## config.mk

```make
export PLATFORM = sky130hd
export DESIGN_NAME = ewb_drain
export DESIGN_NICKNAME = d
export VERILOG_FILES = /design/src/rtl/ewb_drain.sv
export SDC_FILE = /design/constraint.sdc
export NUM_CORES = 1
export LEC_CHECK = 0
export CORE_AREA = 3 3 436 438
export CTS_CLUSTER_SIZE = 16
export DETAILED_ROUTE_END_ITERATION = 10
export DIE_AREA = 0 0 439 441
export SYNTH_ARGS = -nofsm -noshare
export SYNTH_HDL_FRONTEND = slang
export SYNTH_SLANG_ARGS = --single-unit
```

## constraint.sdc

```tcl
create_clock -name clk -period 3.5 [get_ports clk]
set_input_delay 0.35 -clock clk [delete_from_list [all_inputs] [get_ports clk]]
set_output_delay 0.35 -clock clk [all_outputs]
set_load 0.01 [all_outputs]
```

## src/rtl/ewb_drain.sv

```systemverilog
// ---------------------------------------------------------------------------
// ewb_drain
//   Drain side of the L2 eviction write buffer. Owns the single L2->pmem port
//   and shares it between L2 miss reads and buffer drains. A buffered line is
//   popped only after its memory write has completed, so the buffer's tag
//   check keeps covering the line while it is in flight.
//
// Ports
//   clk, rst          clock, synchronous active-high reset
//   ewb_empty_i       buffer empty
//   ewb_full_i        buffer full (forces a drain ahead of reads)
//   ewb_data_i        head-of-queue line data
//   ewb_addr_i        head-of-queue line address
//   ewb_yumi_o        one-cycle pop of the head entry
//   l2_read_i         L2 miss read request, held until l2_resp_o
//   l2_addr_i         L2 miss read address
//   l2_rdata_o        read data to L2 (valid with l2_resp_o, else 0)
//   l2_resp_o         one-cycle read completion
//   flush_i           level request to drain the buffer completely
//   flush_done_o      flush requested, buffer empty and FSM idle
//   pmem_read_o       memory read request
//   pmem_write_o      memory write request
//   pmem_address_o    line-aligned memory address
//   pmem_wdata_o      memory write data
//   pmem_rdata_i      memory read data
//   pmem_resp_i       one-cycle memory completion
// ---------------------------------------------------------------------------
module ewb_drain #(
  parameter int width      = 256,
  parameter int starve_max = 4
) (
  input  logic             clk,
  input  logic             rst,
  input  logic             ewb_empty_i,
  input  logic             ewb_full_i,
  input  logic [width-1:0] ewb_data_i,
  input  logic [31:0]      ewb_addr_i,
  output logic             ewb_yumi_o,
  input  logic             l2_read_i,
  input  logic [31:0]      l2_addr_i,
  output logic [width-1:0] l2_rdata_o,
  output logic             l2_resp_o,
  input  logic             flush_i,
  output logic             flush_done_o,
  output logic             pmem_read_o,
  output logic             pmem_write_o,
  output logic [31:0]      pmem_address_o,
  output logic [width-1:0] pmem_wdata_o,
  input  logic [width-1:0] pmem_rdata_i,
  input  logic             pmem_resp_i
);

  localparam int starve_w = (starve_max < 1) ? 1 : $clog2(starve_max + 1);
  localparam logic [starve_w-1:0] starve_lim = starve_w'(starve_max);

  typedef enum logic [1:0] {
    IDLE  = 2'd0,
    READ  = 2'd1,
    WRITE = 2'd2,
    POP   = 2'd3
  } state_t;

  state_t              state_reg;
  logic [starve_w-1:0] starve_reg;
  logic                read_reg;
  logic                write_reg;
  logic                yumi_reg;

  logic ewb_busy;
  logic force_drain;

  assign ewb_busy = ~ewb_empty_i;

  // A pending line jumps ahead of reads when the buffer is full, a flush is
  // requested, or reads have already won starve_max times in a row.
  assign force_drain = ewb_busy & (ewb_full_i | flush_i | (starve_reg == starve_lim));

  // Request/pop flags are registered alongside the state, so each one is
  // high for exactly the cycles the FSM spends in the matching state.
  always_ff @(posedge clk) begin
    if (rst) begin
      state_reg  <= IDLE;
      starve_reg <= '0;
      read_reg   <= 1'b0;
      write_reg  <= 1'b0;
      yumi_reg   <= 1'b0;
    end else begin
      yumi_reg <= 1'b0;
      case (state_reg)
        IDLE: begin
          if (force_drain) begin
            state_reg  <= WRITE;
            write_reg  <= 1'b1;
            starve_reg <= '0;
          end else if (l2_read_i) begin
            state_reg <= READ;
            read_reg  <= 1'b1;
            // Only reads that bypass waiting lines count toward starvation.
            if (ewb_busy) begin
              if (starve_reg != starve_lim) begin
                starve_reg <= starve_reg + 1'b1;
              end
            end else begin
              starve_reg <= '0;
            end
          end else if (ewb_busy) begin
            state_reg  <= WRITE;
            write_reg  <= 1'b1;
            starve_reg <= '0;
          end
        end
        READ: begin
          if (pmem_resp_i) begin
            state_reg <= IDLE;
            read_reg  <= 1'b0;
          end
        end
        WRITE: begin
          // Head entry stays in the buffer until the write lands.
          if (pmem_resp_i) begin
            state_reg <= POP;
            write_reg <= 1'b0;
            yumi_reg  <= 1'b1;
          end
        end
        POP: begin
          state_reg <= IDLE;
        end
        default: begin
          state_reg <= IDLE;
          read_reg  <= 1'b0;
          write_reg <= 1'b0;
        end
      endcase
    end
  end

  always_comb begin
    pmem_address_o = 32'h0;
    if (read_reg) begin
      pmem_address_o = {l2_addr_i[31:5], 5'b0};
    end else if (write_reg) begin
      pmem_address_o = {ewb_addr_i[31:5], 5'b0};
    end
  end

  assign pmem_read_o  = read_reg;
  assign pmem_write_o = write_reg;
  assign pmem_wdata_o = {width{write_reg}} & ewb_data_i;
  assign ewb_yumi_o   = yumi_reg;

  // Read data is passed straight through in the completion cycle so L2 sees
  // it with no extra register stage.
  assign l2_resp_o  = read_reg & pmem_resp_i;
  assign l2_rdata_o = {width{l2_resp_o}} & pmem_rdata_i;

  assign flush_done_o = flush_i & ewb_empty_i & (state_reg == IDLE);

  // Line offset bits are never used.
  logic unused_offset;
  assign unused_offset = ^{l2_addr_i[4:0], ewb_addr_i[4:0]};

endmodule

```

### Yosys cells after proc, flatten, opt, wreduce, memory -nomap -nowiden

Cells that the tools add are included.

| operators by class | value |
|---|---|
| order comparisons | 0 |
| muxes and demuxes | 22 |
| shift-type cells | 0 |
| divide/modulo/power cells | 0 |
| add/sub/neg operators | 1 |
| equal/unequal tests | 14 |
| reduce and logical (&&, ||, !) cells | 8 |
| multipliers | 0 |
| bitwise logic cells | 10 |

Operator list:

| cell | number |
|---|---|
| $and A256 B256 Y256 | 2 |
| $mux W32 | 2 |
| $mux W3 | 5 |
| $mux W2 | 5 |
| $ne A3 B3 Y1 const B | 3 |
| $ne A2 B2 Y1 const B | 4 |
| $pmux W2 S4 | 1 |
| $reduce_and A4 Y1 | 2 |
| $mux W1 | 7 |
| $reduce_and A3 Y1 | 2 |
| $and A1 B1 Y1 | 4 |
| $eq A2 B2 Y1 const B | 2 |
| $ne A4 B2 Y1 const B | 1 |
| $ne A4 B4 Y1 const B | 1 |
| $pmux W1 S2 | 2 |
| $reduce_bool A2 Y1 | 2 |
| $add A3 B1 Y3 const B | 1 |
| $eq A3 B3 Y1 const B | 1 |
| $ne A3 B1 Y1 const B | 1 |
| $eq A2 B1 Y1 const B | 1 |
| $logic_not A2 Y1 | 1 |
| $not A1 Y1 | 2 |
| $or A1 B1 Y1 | 2 |
| $reduce_or A2 Y1 | 1 |

| storage, ports and cells | value |
|---|---|
| memory bits (read-only) | 0 |
| bits in registers | 8 |
| output and inout bits | 549 |
| logic and storage cells | 60 |
| memories kept | 0 |
| latch bits | 0 |
| memory bits (writable) | 0 |

### Longest topological paths before layout

| logic depth | value |
|---|---|
| depth after elaboration | 5 |
| gate-level depth with buffers | 6 |

### Worst setup path after synthesis

Ideal clock, no wire load.

| path | value |
|---|---|
| kind | register to output |
| start | register read_reg (netlist: pmem_read_o) |
| end | output port l2_rdata_o[216] |
| required time | 3.150 ns |
| setup slack | 2.048 ns |
| buffers on the path | 3 |
| cell stages (with the launch flop) | 5 |
| data arrival time | 1.102 ns |
| cell sequence | dfxtp_1 > buf_2 > buf_2 > clkbuf_1 > and3_1 |

| between the ends | value |
|---|---|
| cells in the longest elaborated chain, start to end | 2 |

RTL lines:

| item | line | source |
|---|---|---|
| from (decl) | 65 | `logic read_reg;` |
| from (signal assigned) | 84 | `read_reg <= 1'b0;` |
| from (signal assigned) | 97 | `read_reg <= 1'b1;` |
| from (signal assigned) | 115 | `read_reg <= 1'b0;` |
| $and A1 B1 Y1 | 154 | `assign l2_resp_o = read_reg & pmem_resp_i;` |
| $and A256 B256 Y256 | 155 | `assign l2_rdata_o = {width{l2_resp_o}} & pmem_rdata_i;` |
| to (decl) | 41 | `output logic [width-1:0] l2_rdata_o,` |

No other way between the ends.

### Worst setup path in the final report

| path | value |
|---|---|
| start | register write_reg (netlist: pmem_write_o) |
| end | output port pmem_address_o[26] |

| between the ends | value |
|---|---|
| cells in the longest elaborated chain, start to end | 2 |

RTL lines:

| item | line | source |
|---|---|---|
| from (decl) | 66 | `logic write_reg;` |
| from (signal assigned) | 85 | `write_reg <= 1'b0;` |
| from (signal assigned) | 93 | `write_reg <= 1'b1;` |
| from (signal assigned) | 108 | `write_reg <= 1'b1;` |
| $mux W32 | 142 | `end else if (write_reg) begin` |
| $mux W32 | 140 | `if (read_reg) begin` |
| to (decl) | 47 | `output logic [31:0] pmem_address_o,` |

No other way between the ends.

==> flow_results.xml <==
<?xml version="1.0" encoding="UTF-8"?>
<metrics>
  <group name="routing">
    <metric name="finalWirelength" unit="µm">183000</metric>
    <metric name="drt_iter0_drc" unit="">613</metric>
    <metric name="final_antenna_net_count" unit="">0</metric>
    <metric name="drt-vias-per-instance" unit="">2.66</metric>
    <metric name="wl_per_cell" unit="µm">42.8</metric>
    <metric name="drt_drc_violations_left" unit="">0</metric>
    <metric name="drt_first_pass_iters" unit="">4</metric>
    <metric name="dr_total_vias" unit="">11400</metric>
  </group>
  <group name="grt">
    <metric name="grt_util_all_layers" unit="%">18.0</metric>
    <metric name="grt_most_used_layer" unit="">met2</metric>
    <metric name="use_met2" unit="%">38.8</metric>
    <metric name="grt.met1_usage" unit="%">13.8</metric>
    <metric name="initial_antenna_violation_count" unit="">335</metric>
    <metric name="globalRoute.totalOverflow" unit="">0</metric>
    <metric name="grt_start_max_net_pins" unit="">110</metric>
    <metric name="via_count_of_the_first_global_routing_pass" unit="">10300</metric>
    <metric name="global_route_wire_length_before_repair" unit="µm">203000</metric>
    <metric name="grt.met3_usage" unit="%">9.12</metric>
  </group>
  <group name="layout">
    <metric name="most-common-layout-cells" unit="">1082 x sky130_fd_sc_hd__clkdlybuf4s50_1, 257 x sky130_fd_sc_hd__and2_1, 257 x sky130_fd_sc_hd__and3_1, 46 x sky130_fd_sc_hd__buf_4, 27 x sky130_fd_sc_hd__a22o_1</metric>
    <metric name="syn_to_final_growth" unit="%">335</metric>
    <metric name="drive_gt1_share" unit="%">3.59</metric>
    <metric name="finalNetCount" unit="">2313</metric>
    <metric name="fin_area" unit="µm²">18500</metric>
    <metric name="largest_register_ffs" unit="">3</metric>
    <metric name="layoutNonFillerInstCount" unit="">4270</metric>
    <metric name="most_common_cell_after_layout_fill_and_taps_aside" unit="">sky130_fd_sc_hd__clkdlybuf4s50_1</metric>
  </group>
  <group name="clock_tree">
    <metric name="post_cts_hold_buffer_count" unit="">0</metric>
    <metric name="clock_tree.buffer_depth" unit="">2</metric>
    <metric name="clkSinkCount" unit="">8</metric>
    <metric name="post-cts-setup-buffer-count" unit="">0</metric>
    <metric name="cts-resized-gates" unit="">0</metric>
    <metric name="root_buffer" unit="">sky130_fd_sc_hd__clkbuf_16</metric>
    <metric name="tritoncts" unit="">yes</metric>
    <metric name="ctsHtreeMaxLevel" unit="">1</metric>
    <metric name="clkLatencyLatePin" unit="ps">240</metric>
    <metric name="cts_made_buffers" unit="">3</metric>
    <metric name="clk_transition_reported_paths" unit="ps">40</metric>
  </group>
  <group name="critical_path">
    <metric name="worst_r2r_endpoint" unit="">pmem_read_o$_SDFFE_PP0P_</metric>
    <metric name="critical_path.max_stage_delay" unit="ps">650</metric>
    <metric name="reg2reg_setup_slack" unit="ps">1920</metric>
    <metric name="cp_cell_sequence" unit="">nor2b_4, buf_4, a22o_1, buf_4</metric>
    <metric name="critical_path.max_fanout" unit="">45</metric>
    <metric name="crit_path_end_kind" unit="">output pin</metric>
    <metric name="worst_path_dominant_cell_family" unit="">flip-flops</metric>
    <metric name="buffers_inverters_on_critical_path" unit="">2</metric>
    <metric name="critPathSlowestCell" unit="">sky130_fd_sc_hd__dfxtp_4</metric>
    <metric name="cp_data_required_time" unit="ps">3150</metric>
    <metric name="r2r_start" unit="">starve_reg[0]$_SDFFE_PP0P_</metric>
    <metric name="worstSetupPathType" unit="">flop to output pin</metric>
    <metric name="reg2reg_depth" unit="">6</metric>
    <metric name="crit_top_cell" unit="">sky130_fd_sc_hd__buf_4</metric>
    <metric name="critical_path_data_arrival_time" unit="ps">2480</metric>
    <metric name="type_of_element_launching_the_critical_path" unit="">flop</metric>
  </group>
  <group name="synth">
    <metric name="synth_xor_xnor_area_share" unit="%">0</metric>
    <metric name="ys_ff_latch" unit="">8</metric>
    <metric name="synth_adder_area_share" unit="%">0.590</metric>
    <metric name="post_synth_mux_area_share" unit="%">0</metric>
    <metric name="syn_inst" unit="">684</metric>
    <metric name="synth-seq-area-share" unit="%">3.77</metric>
    <metric name="syn_area_per_cell" unit="µm²">6.20</metric>
    <metric name="netlist_area" unit="µm²">4240</metric>
    <metric name="post_synth_num_cell_types" unit="">32</metric>
    <metric name="basic_gate_share_of_the_synthesized_area_counting_and_or_nand_and_nor_cells" unit="%">77.9</metric>
    <metric name="synth_compound_area_share" unit="%">7.70</metric>
    <metric name="synth_top_family_by_area" unit="">simple AND/OR/NAND/NOR gates</metric>
    <metric name="yosysWarnings" unit="">0</metric>
  </group>
  <group name="floorplanning">
    <metric name="coreArea" unit="µm²">187000</metric>
    <metric name="die_area" unit="µm²">194000</metric>
    <metric name="die_width" unit="µm">439</metric>
    <metric name="rows" unit="">159</metric>
    <metric name="floorplan.io_pins" unit="">1132</metric>
    <metric name="initial_utilization" unit="%">2.27</metric>
    <metric name="floorplan_die_height" unit="µm">441</metric>
  </group>
  <group name="sta">
    <metric name="final.setup.tns" unit="ps">0</metric>
    <metric name="timing.hold.ws" unit="ps">502</metric>
    <metric name="fin_crit_sh" unit="%">80.8</metric>
    <metric name="finClkSkew" unit="ps">0.770</metric>
    <metric name="actual_transition_at_the_worst_max_transition_pin" unit="ps">734</metric>
    <metric name="relSlewSlack" unit="%">51.0</metric>
    <metric name="finalMaxSlewViolations" unit="">0</metric>
    <metric name="timing.final.crit_period" unit="ps">2830</metric>
    <metric name="finalSetupViolations" unit="">0</metric>
    <metric name="rsz0062_at_grt" unit="">false</metric>
    <metric name="fmax" unit="MHz">354</metric>
    <metric name="final_hold_viol_count" unit="">0</metric>
  </group>
  <group name="hold_path">
    <metric name="hold_class" unit="">flop to flop</metric>
    <metric name="holdCritStartpoint" unit="">starve_reg[0]$_SDFFE_PP0P_</metric>
    <metric name="hold_path_end" unit="">starve_reg[0]$_SDFFE_PP0P_</metric>
    <metric name="min_delay_path_depth" unit="">2</metric>
  </group>
  <group name="pwr">
    <metric name="power.density_cell_area" unit="nW/µm²">151</metric>
    <metric name="p_leak" unit="nW">6.84</metric>
    <metric name="vdd_drop_max" unit="V">0.000128</metric>
    <metric name="totalPowerFinal" unit="mW">2.78</metric>
  </group>
  <group name="placed_design">
    <metric name="place_inst" unit="">4218</metric>
    <metric name="gpl.final_weighted_congestion" unit="">0.831</metric>
    <metric name="detailed_place_hpwl" unit="µm">176000</metric>
    <metric name="io_buffers" unit="">1116</metric>
    <metric name="dpl-instance-area" unit="µm²">18300</metric>
  </group>
  <group name="run_status">
    <metric name="run_status" unit="">finished clean</metric>
  </group>
  <group name="flow_run">
    <metric name="cap_violations" unit="">0</metric>
  </group>
</metrics>
==> worst min-delay path, cell delays in order (launching register included) <==
cell and delay [ps]:
sky130_fd_sc_hd__dfxtp_1 320, sky130_fd_sc_hd__nand2_1 70, sky130_fd_sc_hd__a21oi_1 60
==> cell usage after synthesis <==
| library cell | count | area (µm²) |
|---|---|---|
| sky130_fd_sc_hd__a31o_2 | 1 | 8.76 |
| sky130_fd_sc_hd__buf_1 | 1 | 3.75 |
| sky130_fd_sc_hd__o21a_1 | 1 | 7.51 |
| sky130_fd_sc_hd__a211oi_2 | 1 | 12.5 |
| sky130_fd_sc_hd__dfxtp_1 | 8 | 160 |
| sky130_fd_sc_hd__a21oi_2 | 1 | 8.76 |
| sky130_fd_sc_hd__nor2_2 | 1 | 6.26 |
| sky130_fd_sc_hd__nor2b_1 | 1 | 6.26 |
| sky130_fd_sc_hd__a211oi_1 | 1 | 7.51 |
| sky130_fd_sc_hd__nor3_1 | 2 | 10.0 |
| sky130_fd_sc_hd__and3_2 | 1 | 7.51 |
| sky130_fd_sc_hd__inv_1 | 5 | 18.8 |
| sky130_fd_sc_hd__nand3_1 | 1 | 5.00 |
| sky130_fd_sc_hd__and2_1 | 257 | 1610 |
| sky130_fd_sc_hd__a32oi_1 | 1 | 8.76 |
| sky130_fd_sc_hd__nor2_1 | 2 | 7.51 |
| sky130_fd_sc_hd__conb_1 | 1 | 3.75 |
| sky130_fd_sc_hd__ha_1 | 2 | 25.0 |
| sky130_fd_sc_hd__or3_1 | 1 | 6.26 |
| sky130_fd_sc_hd__buf_4 | 5 | 37.5 |
| sky130_fd_sc_hd__a21oi_1 | 3 | 15.0 |
| sky130_fd_sc_hd__a31oi_1 | 1 | 6.26 |
| sky130_fd_sc_hd__o21ai_1 | 2 | 10.0 |
| sky130_fd_sc_hd__nand4bb_1 | 1 | 11.3 |
| sky130_fd_sc_hd__a22o_1 | 27 | 236 |
| sky130_fd_sc_hd__nand2_1 | 4 | 15.0 |
| sky130_fd_sc_hd__and3_1 | 257 | 1610 |
| sky130_fd_sc_hd__o21ai_0 | 1 | 5.00 |
| sky130_fd_sc_hd__nand2b_1 | 1 | 6.26 |
| sky130_fd_sc_hd__clkbuf_1 | 78 | 293 |
| sky130_fd_sc_hd__nand3b_1 | 1 | 7.51 |
| sky130_fd_sc_hd__buf_2 | 14 | 70.1 |
==> metal layers <==
metal | up-vias | part of all wire (%) | wire length (µm)
li1 | 4448 | - | -
met4 | 94 | 2.5 | 4660
met2 | 1136 | 59 | 109000
met5 | - | 0.34 | 618
met3 | 561 | 12 | 21200
met1 | 5132 | 26 | 47600
==> area by class of cell <==
class / instances / area [µm²]
multi-input cells: 577 / 3680
flip-flops and latches: 8 / 168
inverters: 5 / 18.8
clock buffers: 4 / 78.8
diodes: 48 / 120
fillers: 21700 / 169000
repair buffers: 1133 / 11300
well taps: 2495 / 3120
==> cells by family after synthesis <==
family,after synthesis
AO/OA/AOI/OAI,40
adder cells (fa/ha/maj),2
buffers and inverters,103
flip-flops,8
other,1
AND/OR/NAND/NOR,530
==> stage by stage <==
| stage | worst slack [ps] | utilization, % |
|---|---|---|
| after floorplan | 2050 | - |
| after global placement | 887 | 9.76 |
| after detailed placement | 817 | 9.76 |
| after CTS | 562 | 9.81 |
| after global routing | 566 | 9.83 |
| final | 673 | 9.87 |
==> power by group <==
part | internal [mW] | total, mW | switching, mW
Combinational | 1.23 | 2.45 | 1.22
Clock | 0.152 | 0.204 | 0.0518
Sequential | 0.0971 | 0.132 | 0.0353
Total | 1.48 | 2.78 | 1.31
==> how the worst max path moves through the flow <==
stage,start,endpoint,slack (ps),depth (start not counted)
global route,pmem_write_o$_SDFFE_PP0P_,pmem_wdata_o[244],570,3
finish,pmem_write_o$_SDFFE_PP0P_,pmem_address_o[26],670,4
global placement,pmem_write_o$_SDFFE_PP0P_,pmem_address_o[11],890,3
floorplan,pmem_read_o$_SDFFE_PP0P_,l2_rdata_o[216],2050,4
CTS,pmem_write_o$_SDFFE_PP0P_,pmem_address_o[24],560,4
detailed placement,pmem_write_o$_SDFFE_PP0P_,pmem_address_o[24],820,4
Power figures use the tool's default switching activity.
